## src/rtl/prefetch_unit.sv

```systemverilog
// Instruction prefetch unit: in-order fetch into a DEPTH-entry circular queue with redirect flush.
// Optional same-cycle response bypass to the execute stage: define PREFETCH_BYPASS_EN.
module prefetch_unit #(
  parameter int unsigned DEPTH    = 4,
  parameter logic [31:0] RESET_PC = 32'h0000_0000
) (
  input  logic        clk,
  input  logic        rstd,
  output logic        imem_req,
  output logic [31:0] imem_addr,
  input  logic        imem_ready,
  input  logic        imem_rvalid,
  input  logic [31:0] imem_rdata,
  output logic        ins_valid,
  output logic [31:0] ins,
  output logic [31:0] ins_pc,
  input  logic        ins_ready,
  input  logic        redirect,
  input  logic [31:0] redirect_pc
);

  localparam int unsigned AW = $clog2(DEPTH);
  localparam int unsigned CW = AW + 1;
  localparam logic [CW+1:0] DEPTH_W = (CW+2)'(DEPTH);

  logic [31:0]   fetch_pc, resp_pc;
  logic [31:0]   mem_pc   [DEPTH];
  logic [31:0]   mem_data [DEPTH];
  logic [AW-1:0] rd_ptr, wr_ptr;
  logic [CW-1:0] count, outstanding, drop_cnt;
  logic          started;

  logic [CW+1:0] in_use;
  logic          empty, accept, resp_live, resp_drop, resp_good;
  logic          push, pop, bypass_take;
  logic [31:0]   target_pc;
  logic          unused_pc_bits;

  assign unused_pc_bits = ^redirect_pc[1:0];
  assign target_pc      = {redirect_pc[31:2], 2'b00};

  // Dropped responses still occupy an imem slot, so they count toward the limit.
  assign in_use    = (CW+2)'(count) + (CW+2)'(outstanding) + (CW+2)'(drop_cnt);
  assign imem_req  = started && !redirect && (in_use < DEPTH_W);
  assign imem_addr = fetch_pc;
  assign accept    = imem_req && imem_ready;

  assign empty     = (count == '0);
  assign resp_live = imem_rvalid && ((drop_cnt != '0) || (outstanding != '0));
  assign resp_drop = imem_rvalid && (drop_cnt != '0);
  assign resp_good = imem_rvalid && (drop_cnt == '0) && (outstanding != '0) && !redirect;

  always_comb begin
    bypass_take = 1'b0;
    ins_valid   = !empty;
    ins         = '0;
    ins_pc      = '0;
    if (!empty) begin
      ins    = mem_data[rd_ptr];
      ins_pc = mem_pc[rd_ptr];
    end
`ifdef PREFETCH_BYPASS_EN
    if (empty && resp_good) begin
      ins_valid   = 1'b1;
      ins         = imem_rdata;
      ins_pc      = resp_pc;
      bypass_take = ins_ready;
    end
`endif
  end

  assign pop  = !empty && ins_ready;
  assign push = resp_good && !bypass_take;

  always_ff @(posedge clk or negedge rstd) begin
    if (!rstd) begin
      started     <= 1'b0;
      fetch_pc    <= RESET_PC;
      resp_pc     <= RESET_PC;
      rd_ptr      <= '0;
      wr_ptr      <= '0;
      count       <= '0;
      outstanding <= '0;
      drop_cnt    <= '0;
    end else begin
      started <= 1'b1;
      if (redirect) begin
        fetch_pc    <= target_pc;
        resp_pc     <= target_pc;
        rd_ptr      <= '0;
        wr_ptr      <= '0;
        count       <= '0;
        outstanding <= '0;
        // A response landing in this cycle retires one in-flight request on its way out.
        drop_cnt    <= drop_cnt + outstanding - CW'(resp_live);
      end else begin
        if (accept)    fetch_pc <= fetch_pc + 32'd4;
        if (resp_good) resp_pc  <= resp_pc + 32'd4;
        outstanding <= outstanding + CW'(accept) - CW'(resp_good);
        drop_cnt    <= drop_cnt - CW'(resp_drop);
        if (push) wr_ptr <= wr_ptr + 1'b1;
        if (pop)  rd_ptr <= rd_ptr + 1'b1;
        count <= count + CW'(push) - CW'(pop);
      end
    end
  end

  always_ff @(posedge clk) begin
    if (push) begin
      mem_data[wr_ptr] <= imem_rdata;
      mem_pc[wr_ptr]   <= resp_pc;
    end
  end

endmodule
```

## config.mk

```make
export PLATFORM = sky130hd
export DESIGN_NAME = prefetch_unit
export DESIGN_NICKNAME = d
export VERILOG_FILES = /design/src/rtl/prefetch_unit.sv
export SDC_FILE = /design/constraint.sdc
export NUM_CORES = 1
export LEC_CHECK = 0
export ABC_CLOCK_PERIOD_IN_PS = 5900
export CAP_MARGIN = 20
export CORE_ASPECT_RATIO = 1.4
export CORE_MARGIN = 2
export CORE_UTILIZATION = 40
export CTS_BUF_LIST = sky130_fd_sc_hd__clkbuf_8
export CTS_CLUSTER_DIAMETER = 100
export DETAILED_ROUTE_END_ITERATION = 10
export SYNTH_ARGS = -nofsm -noshare
export SYNTH_HDL_FRONTEND = slang
export SYNTH_SLANG_ARGS = --single-unit
```

## constraint.sdc

```tcl
create_clock -name clk -period 5.9 [get_ports clk]
set_clock_uncertainty 0.2 [all_clocks]
set_input_delay 0.59 -clock clk [delete_from_list [all_inputs] [get_ports clk]]
set_output_delay 0.59 -clock clk [all_outputs]
set_load 0.005 [all_outputs]
```

Yosys cells after proc, flatten, opt, wreduce, memory -nomap -nowiden
Memory sizes are Yosys's and may differ from the RTL's.
Cells that the tools add are included.
Operators by class
  $add $sub $neg: 13
  multipliers: 0
  divide/modulo/power cells: 0
  order comparisons: 1
  equal/unequal tests: 0
  shift-type cells: 0
  muxes and demuxes: 15
  bitwise gates (word level): 0
  reductions and logical operators: 19
Operator list (count)
  32-bit 2-to-1 mux: 6
  32-bit by 3-bit adder with 32-bit output (second input constant): 2
  3-bit by 1-bit subtractor with 3-bit output: 4
  1-bit logical AND: 9
  3-bit 2-to-1 mux: 3
  2-bit 2-to-1 mux: 4
  3-bit by 1-bit adder with 3-bit output: 2
  3-bit logical NOT: 2
  2-bit nonzero test: 3
  3-bit nonzero test: 2
  4-bit by 3-bit adder with 5-bit output: 1
  5-bit by 3-bit < comparator with 1-bit output (second input constant): 1
  2-bit by 1-bit adder with 2-bit output (second input constant): 2
  3-bit by 3-bit adder with 4-bit output: 1
  3-bit adder: 1
  1-bit logical NOT: 2
  1-bit 2-to-1 mux: 2
  1-bit logical OR: 1
Word-level totals
  bits in registers: 78
  latch bits: 0
  memory bits (writable): 256
  ROM bits: 0
  bits of input ports: 70
  output and inout port bits: 98
  logic and storage cells: 58
  memories: 2
Memories
  mem_data: words 4, width 32, read ports 1, clocked after Yosys merged registers in 0, write ports 1, line 28  | logic [31:0] mem_data [DEPTH];
  mem_pc: words 4, width 32, read ports 1, clocked after Yosys merged registers in 0, write ports 1, line 27  | logic [31:0] mem_pc [DEPTH];

Depth between registers and ports, before layout
Gate-level depths: netlist of run 1.
  depth after elaboration: 8
  depth in mapped cells: 16

Least setup slack after synthesis of run 1
No wires, ideal clock.
  kind: reg-to-reg
  start point: reg outstanding[1]
  end point: reg outstanding[2]
  data arrival time: 3406 ps
  required time: 5568 ps
  path slack: 2163 ps
  cell stages (with the launch flop): 17
  buffers on the path: 1
  path through: dfrtp_1 inv_1 fa_1 nor2_1 fa_1 nor3b_2 o2111ai_1 nor2_2 inv_2 buf_2 ha_1 inv_1 ha_1 inv_1 fa_1 xnor2_1 nor2_1
Between the ends
  word-level cells in the longest chain between the ends: 8
Ends and longest elaborated chain
  start: declaration: line 30  | logic [CW-1:0] count, outstanding, drop_cnt;
  start signal: assignment: line 99  | outstanding <= outstanding + CW'(accept) - CW'(resp_good);
  3-bit by 3-bit adder with 4-bit output: line 43  | assign in_use = (CW+2)'(count) + (CW+2)'(outstanding) + (CW+2)'(drop_cnt);
  4-bit by 3-bit adder with 5-bit output: line 43
  5-bit by 3-bit < comparator with 1-bit output: line 44  | assign imem_req = started && !redirect && (in_use < DEPTH_W);
  1-bit logical AND: line 44
  1-bit logical AND: line 46  | assign accept = imem_req && imem_ready;
  3-bit by 1-bit adder with 3-bit output: line 99
  3-bit by 1-bit subtractor with 3-bit output *: line 99
  3-bit 2-to-1 mux *: line 87  | if (redirect) begin
Mark *: on every way between the ends. The rest lies on a longest branch, timed or not.
A chain may end at the register's enable or synchronous reset.

Final worst setup path of run 1
Ends and elaborated chain as after synthesis.

==> results.py, run 1 <==
metrics = {
    "power_and_ir_drop": {
        "leakage_nw": 5.76,
        "p_per_area_nw_per_um2": 376,
        "ir_drop_mv": 0.200,
    },
    "cells_and_area": {
        "fill_cells": 2930,
        "drive_gt1_frac": 0.164,
        "multiInputGateArea_sq_um": 4290,
        "final-seq-area_sq_um": 9300,
        "area_delta_synth_final_pct": 21.9,
        "diodes": 0,
        "design_area_sq_um": 16900,
        "final_core_util": 0.496,
        "final_nets": 1138,
    },
    "worst_setup_path": {
        "rr_endpoint": "outstanding[2]",
        "path_cells": "inv_1, fa_1, nor2_1, fa_1, nor3b_2, o2111ai_1, buf_4, nor2_2, inv_2, ha_1, inv_1, ha_1, inv_1, fa_1, xnor2_1, nor2_1",
        "start_kind": "register",
        "cpPeakStageDelay_ns": 0.59,
        "path_buf_inv": 5,
        "end_kind": "register",
        "r2r_cells": 16,
        "crit_end": "outstanding[2]",
        "critPathLaunch": "outstanding[1]",
        "crit_family": "adder cells",
        "rr_startpoint": "outstanding[1]",
        "cp_slowest_cell": "fa_1",
        "crit_cells": 16,
        "r2r_slack_ns": 1.84,
        "cp_data_required_time_ns": 6.13,
        "cp_max_fo": 19,
        "critPathKind": "reg2reg",
        "critPathArrivalTime_ns": 4.28,
    },
    "global_routing": {
        "grt_util_all_layers": 0.168,
        "antenna_found_initial": 0,
        "grt_pass1_wl_mm": 46.7,
        "grt_pass1_vias": 8370,
        "grt-ovfl-total": 0,
        "grt_max_degree": 65,
    },
    "sta": {
        "worstMarginPinSlew_ns": 1.03,
        "period_share": 0.687,
        "hold_viol": 0,
        "rsz0062_at_grt": "no",
        "relSlewSlack": 0.316,
        "drv_slew": 0,
        "tns_ns": 0,
        "final-setup-viol-count": 0,
        "fin_crit_ns": 4.06,
        "fmax_ghz": 0.247,
    },
    "logic_synthesis": {
        "synth_edf_count": 248,
        "avgSynthCellArea_sq_um": 16.1,
        "yosys_warnings": 0,
        "ys_ff_latch": 322,
        "synth.most_common_cell": "edfxtp_1",
        "yosysTopAreaCellShare": 0.536,
        "synthCells": 863,
        "synth_area_leader_cell": "edfxtp_1",
        "ys_top_cells_by_area": "edfxtp_1 (54%), dfrtp_1 (13%), mux4_2 (10%), and2_1 (3.0%), xor2_1 (1.6%)",
        "ys_types": 58,
        "synth_flop_cell": "edfxtp_1",
        "yosys-top-cells-count": "edfxtp_1 (248), dfrtp_1 (74), and2_1 (67), mux4_2 (62), nand2_1 (39)",
        "ys_seq_area_frac": 0.670,
        "async_reset_ff_frac": 0.230,
        "syn-cell-area_sq_um": 13900,
    },
    "place": {
        "hpwl_mm": 18.1,
        "placed_cell_area_sq_um": 15900,
        "portBuffers": 161,
        "place.gp.congestion": 0.799,
    },
    "floorplan": {
        "die_area_sq_um": 36200,
        "core_area_sq_um": 34100,
        "start_util": 0.407,
        "rows": 80,
        "dieHeight_um": 224,
        "dieWidth_um": 161,
        "io_pins": 168,
    },
    "clock_network": {
        "cts_tree": "yes",
        "post_cts_buffers": 0,
        "clockBufferDepth": 3,
        "insertion_delay_ns": 0.57,
        "cts_max_level": 2,
        "cts_resized": 0,
        "path_clk_slew_ns": 0.06,
        "cts-buffers-inserted": 50,
        "cts.sinks": 322,
        "cts_hold_buf": 1,
        "cts_root_buffer": "clkbuf_8",
    },
    "routing": {
        "vias": 7918,
        "drtIter0Drc": 407,
        "routedWlPerCell_um": 19.5,
        "wl_mm": 29.8,
        "first_pass_iters": 5,
        "viasPerCell": 5.17,
        "drtAntennaViolNets": 0,
        "drc": 0,
    },
    "min_path": {
        "hp-class": "reg2reg",
    },
    "run_status": {
        "status": "complete, no violations",
    },
    "run": {
        "drv_cap": 0,
    },
}
-- stage by stage --
step	cells	total power, mW	setup WS [ns]	hold WS (ns)
after floorplan	866	3.69	2.16	0.0944
after global placement	1443	4.60	1.87	0.348
after detailed placement	1443	4.62	1.84	0.341
after CTS	1532	6.48	1.76	0.339
after global routing	1532	6.72	1.51	0.390
final	1532	6.35	1.84	0.350
-- report_power, final --
part / total [mW] / switching, mW / internal (mW)
combinational: 1.76 / 0.700 / 1.06
sequential: 2.75 / 0.205 / 2.54
clock: 1.84 / 0.841 / 1.00
-- layer usage --
metal	up-vias	wire (um)	global-route usage
met4	0	871	0.0616
met3	51	1340	0.0301
met2	209	15400	0.293
met1	4002	12200	0.208
li1	3656	-	-
met5	-	0	0
-- cells by family after synthesis --
kind of cell	count (synthesis)	share of synthesized area
buffers and inverters	73	0.0230
and+or+nand+nor	241	0.101
muxes	80	0.115
other	2	0.000541
DFF	322	0.670
AOI/OAI and AO/OA	71	0.0341
xor gates and xnor gates	51	0.0322
adders and majority gates	23	0.0240
-- worst min-delay path by stage --
stage                        from            end  slack [ns]  depth (start not counted)
floorplan                    rstd       count[0]        0.09                          0
global placement      resp_pc[31]  mem_pc[2][31]        0.35                          0
detailed placement  imem_addr[13]  imem_addr[13]        0.34                          1
CTS                          rstd  imem_addr[17]        0.34                          2
global route                 rstd  imem_addr[25]        0.39                          2
finish              imem_addr[13]  imem_addr[13]        0.35                          1
-- layout make-up --
class,instances,area share
Clock buffer,53,0.0431
Timing Repair Buffer,171,0.0993
Inverter,29,0.00643
Multi-Input combinational cell,471,0.253
Sequential cell,322,0.550
Clock inverter,35,0.0145
Tap cell,451,0.0334
-- state kept, by name (all words and copies together) (netlist names) --
| register | count |
|---|---|
| count | 3 |
| wr_ptr | 2 |
| resp_pc | 30 |
| mem_pc | 120 |
| outstanding | 3 |
| rd_ptr | 2 |
| imem_addr | 30 |
| drop_cnt | 3 |
| mem_data | 128 |
| started | 1 |
-- cell usage in the layout, fill, tap and decap left out, types with 4 or more instances in the layout --
cell / count
nor2b_1: 4
fa_1: 6
xor2_1: 26
and2_4: 4
nor3_1: 14
nand4_1: 25
buf_4: 9
o21ai_1: 6
edfxtp_1: 248
mux4_2: 62
nor2_1: 23
ha_1: 17
and2_1: 63
and3_1: 8
nand3_1: 25
clkinv_1: 12
o211ai_1: 10
a21o_1: 5
nand2_1: 39
mux2_2: 15
clkdlybuf4s50_1: 159
clkbuf_8: 53
dfrtp_1: 72
conb_1: 5
nor4_1: 9
o21ai_0: 17
or3_1: 7
a21oi_1: 14
clkinv_2: 7
bufinv_16: 4
xnor2_1: 25
inv_1: 39
No activity file was read; power rests on OpenSTA's default activity.
==> inputs of run 2 (changes only) <==
Settings changed: ABC_CLOCK_PERIOD_IN_PS 5900 to 4200.
Clock period 5.9 ns to 4.2 ns, I/O delays scaled along.
==> results.py, run 2 (synthesis gave the netlist of run 1 again) <==
metrics = {
    "routing": {
        "wl_mm": 30.0,
        "first_pass_iters": 4,
        "drc": 0,
        "viasPerCell": 5.16,
        "drtIter0Drc": 394,
        "drtAntennaViolNets": 0,
        "routedWlPerCell_um": 19.3,
        "vias": 8008,
    },
    "clock_network": {
        "cts-buffers-inserted": 50,
        "path_clk_slew_ns": 0.06,
        "clockBufferDepth": 3,
        "cts.sinks": 322,
        "post_cts_buffers": 0,
        "insertion_delay_ns": 0.58,
        "cts_tree": "yes",
        "cts_root_buffer": "clkbuf_8",
        "cts_max_level": 2,
    },
    "global_routing": {
        "grt_max_degree": 65,
        "grt_pass1_vias": 8612,
        "antenna_found_initial": 0,
        "grt_util_all_layers": 0.168,
        "grt_pass1_wl_mm": 46.8,
        "grt-ovfl-total": 0,
    },
    "floorplan": {
        "core_area_sq_um": 34100,
        "dieHeight_um": 224,
        "dieWidth_um": 161,
        "io_pins": 168,
        "rows": 80,
        "die_area_sq_um": 36200,
        "start_util": 0.407,
    },
    "cells_and_area": {
        "design_area_sq_um": 17100,
        "final_nets": 1155,
        "final_cell_mix": "edfxtp_1 (248), clkdlybuf4s50_1 (159), dfrtp_1 (72), and2_1 (63), mux4_2 (62)",
        "layout_commonest_cell": "edfxtp_1",
        "area_delta_synth_final_pct": 23.3,
        "largest_reg_flops": 128,
        "drive_gt1_frac": 0.174,
        "diodes": 0,
        "top_regs": "mem_data (128), mem_pc (120)",
        "top_register": "mem_data",
    },
    "min_path": {
        "hp-class": "in2reg",
    },
    "place": {
        "place.gp.congestion": 0.793,
        "hpwl_mm": 19.3,
        "placed_cell_area_sq_um": 16100,
        "post-place-ws_ns": 0.554,
        "portBuffers": 161,
    },
    "sta": {
        "final-setup-viol-count": 0,
        "fmax_ghz": 0.259,
        "period_share": 0.919,
        "rsz0062_at_grt": "no",
        "hold_viol": 0,
        "relSlewSlack": 0.464,
        "setup_slack_ns": 0.340,
        "drv_slew": 0,
        "worstMarginPinSlew_ns": 0.798,
        "tns_ns": 0,
        "fin_crit_ns": 3.86,
    },
    "worst_setup_path": {
        "path_cells": "inv_1, fa_1, nor2_1, fa_1, nor2_1, o211ai_1, nor2_1, clkdlybuf4s50_1",
        "cp_slowest_cell": "clkdlybuf4s50_1",
        "cp_data_required_time_ns": 3.58,
        "critPathKind": "reg2out",
        "critPathArrivalTime_ns": 3.24,
        "cpMostUsedCell": "nor2_1",
        "end_kind": "primary output",
        "cp_max_fo": 4,
        "cpPeakStageDelay_ns": 0.53,
        "start_kind": "register",
    },
    "power_and_ir_drop": {
        "intPower_mw": 6.44,
        "swShare": 0.277,
        "p_per_area_nw_per_um2": 521,
        "ir_drop_mv": 0.325,
        "p_total_mw": 8.91,
        "clkPwrFrac": 0.286,
        "seq_power_share": 0.426,
        "p_sw_mw": 2.47,
        "leakage_nw": 5.86,
        "p_comb_frac": 0.288,
    },
    "run_status": {
        "status": "complete, no violations",
    },
    "run": {
        "drv_cap": 0,
    },
}
==> run 2: cell count changes in the layout (fill, tap and decap cells not counted), moves of 2 or more <==
cell,change
buf_12,+6
inv_6,+2
clkinv_1,+2
buf_4,+11
clkinv_2,-5
clkinvlp_4,+2
inv_1,+3
==> run 2: layout make-up <==
cell class | instances | area, sq um
well taps | 451 | 564
fillers | 2870 | 17000
flip-flops and latches | 322 | 9300
clock inverters | 38 | 241
clock buffers | 53 | 729
multi-input cells | 471 | 4290
repair buffers | 188 | 1880
inverters | 29 | 109
==> run 2: layer usage <==
| layer | part of all wire | track usage | up-vias | wire length, um |
|---|---|---|---|---|
| met5 | 0 | 0 | - | 0 |
| met4 | 0.026 | 0.0559 | 0 | 770 |
| met3 | 0.038 | 0.0295 | 56 | 1130 |
| met2 | 0.53 | 0.309 | 176 | 16000 |
| met1 | 0.40 | 0.199 | 4080 | 12000 |
| li1 | - | - | 3696 | - |
==> run 2: power by group through the flow <==
stage	Combinational (mW)	Clock [mW]	Sequential, mW
3_5_place_dp	2.64	0	3.86
5_1_grt	2.82	2.76	3.83
4_1_cts	2.65	2.64	3.80
3_3_place_gp	2.62	0	3.86
2_1_floorplan	1.43	0	3.75
6_report	2.57	2.55	3.80
==> run 2: what timing repair did <==
action | 4_1_cts | 5_1_grt
gates resized for setup | 0 | 0
hold buffers | 1 | 0
endpoints found under the hold margin | 24 | 0
==> run 2: through the flow <==
stage | hold WS (ns) | instances | util
final | 0.0806 | 1552 | 0.501
after CTS | 0.0459 | 1552 | 0.501
after global routing | 0.0921 | 1552 | 0.501
after floorplan | -0.0756 | 866 | -
after global placement | 0.271 | 1460 | 0.473
after detailed placement | 0.269 | 1460 | 0.473
==> run 2: critical path: cells and delay by family (launching register included) <==
family / cells / cell delay, ns
AOI/OAI and AO/OA: 1 / 0.14
and+or+nand+nor: 3 / 0.49
buffers and inverters: 2 / 0.65
adders and majority gates: 2 / 0.94
DFF: 1 / 0.47
==> run 2: path summary, 6_finish.rpt <==
path	startpoint	end	slack (ns)	cells after the start
max reg2reg	outstanding[1]	outstanding[2]	0.55	15
max	outstanding[1]	imem_req	0.34	8
min	redirect	resp_pc[13]	0.08	2
max in group asynchronous	rstd	imem_addr[27]	2.91	3
min in group asynchronous	rstd	resp_pc[11]	0.19	2
min reg2reg	imem_addr[13]	imem_addr[13]	0.36	1
==> inputs of run 3 (changes only) <==
Settings changed: SKIP_CTS_REPAIR_TIMING set to 1.
==> results of run 3 <==
No change in the layout: final DEF, timing and power equal those of run 2.
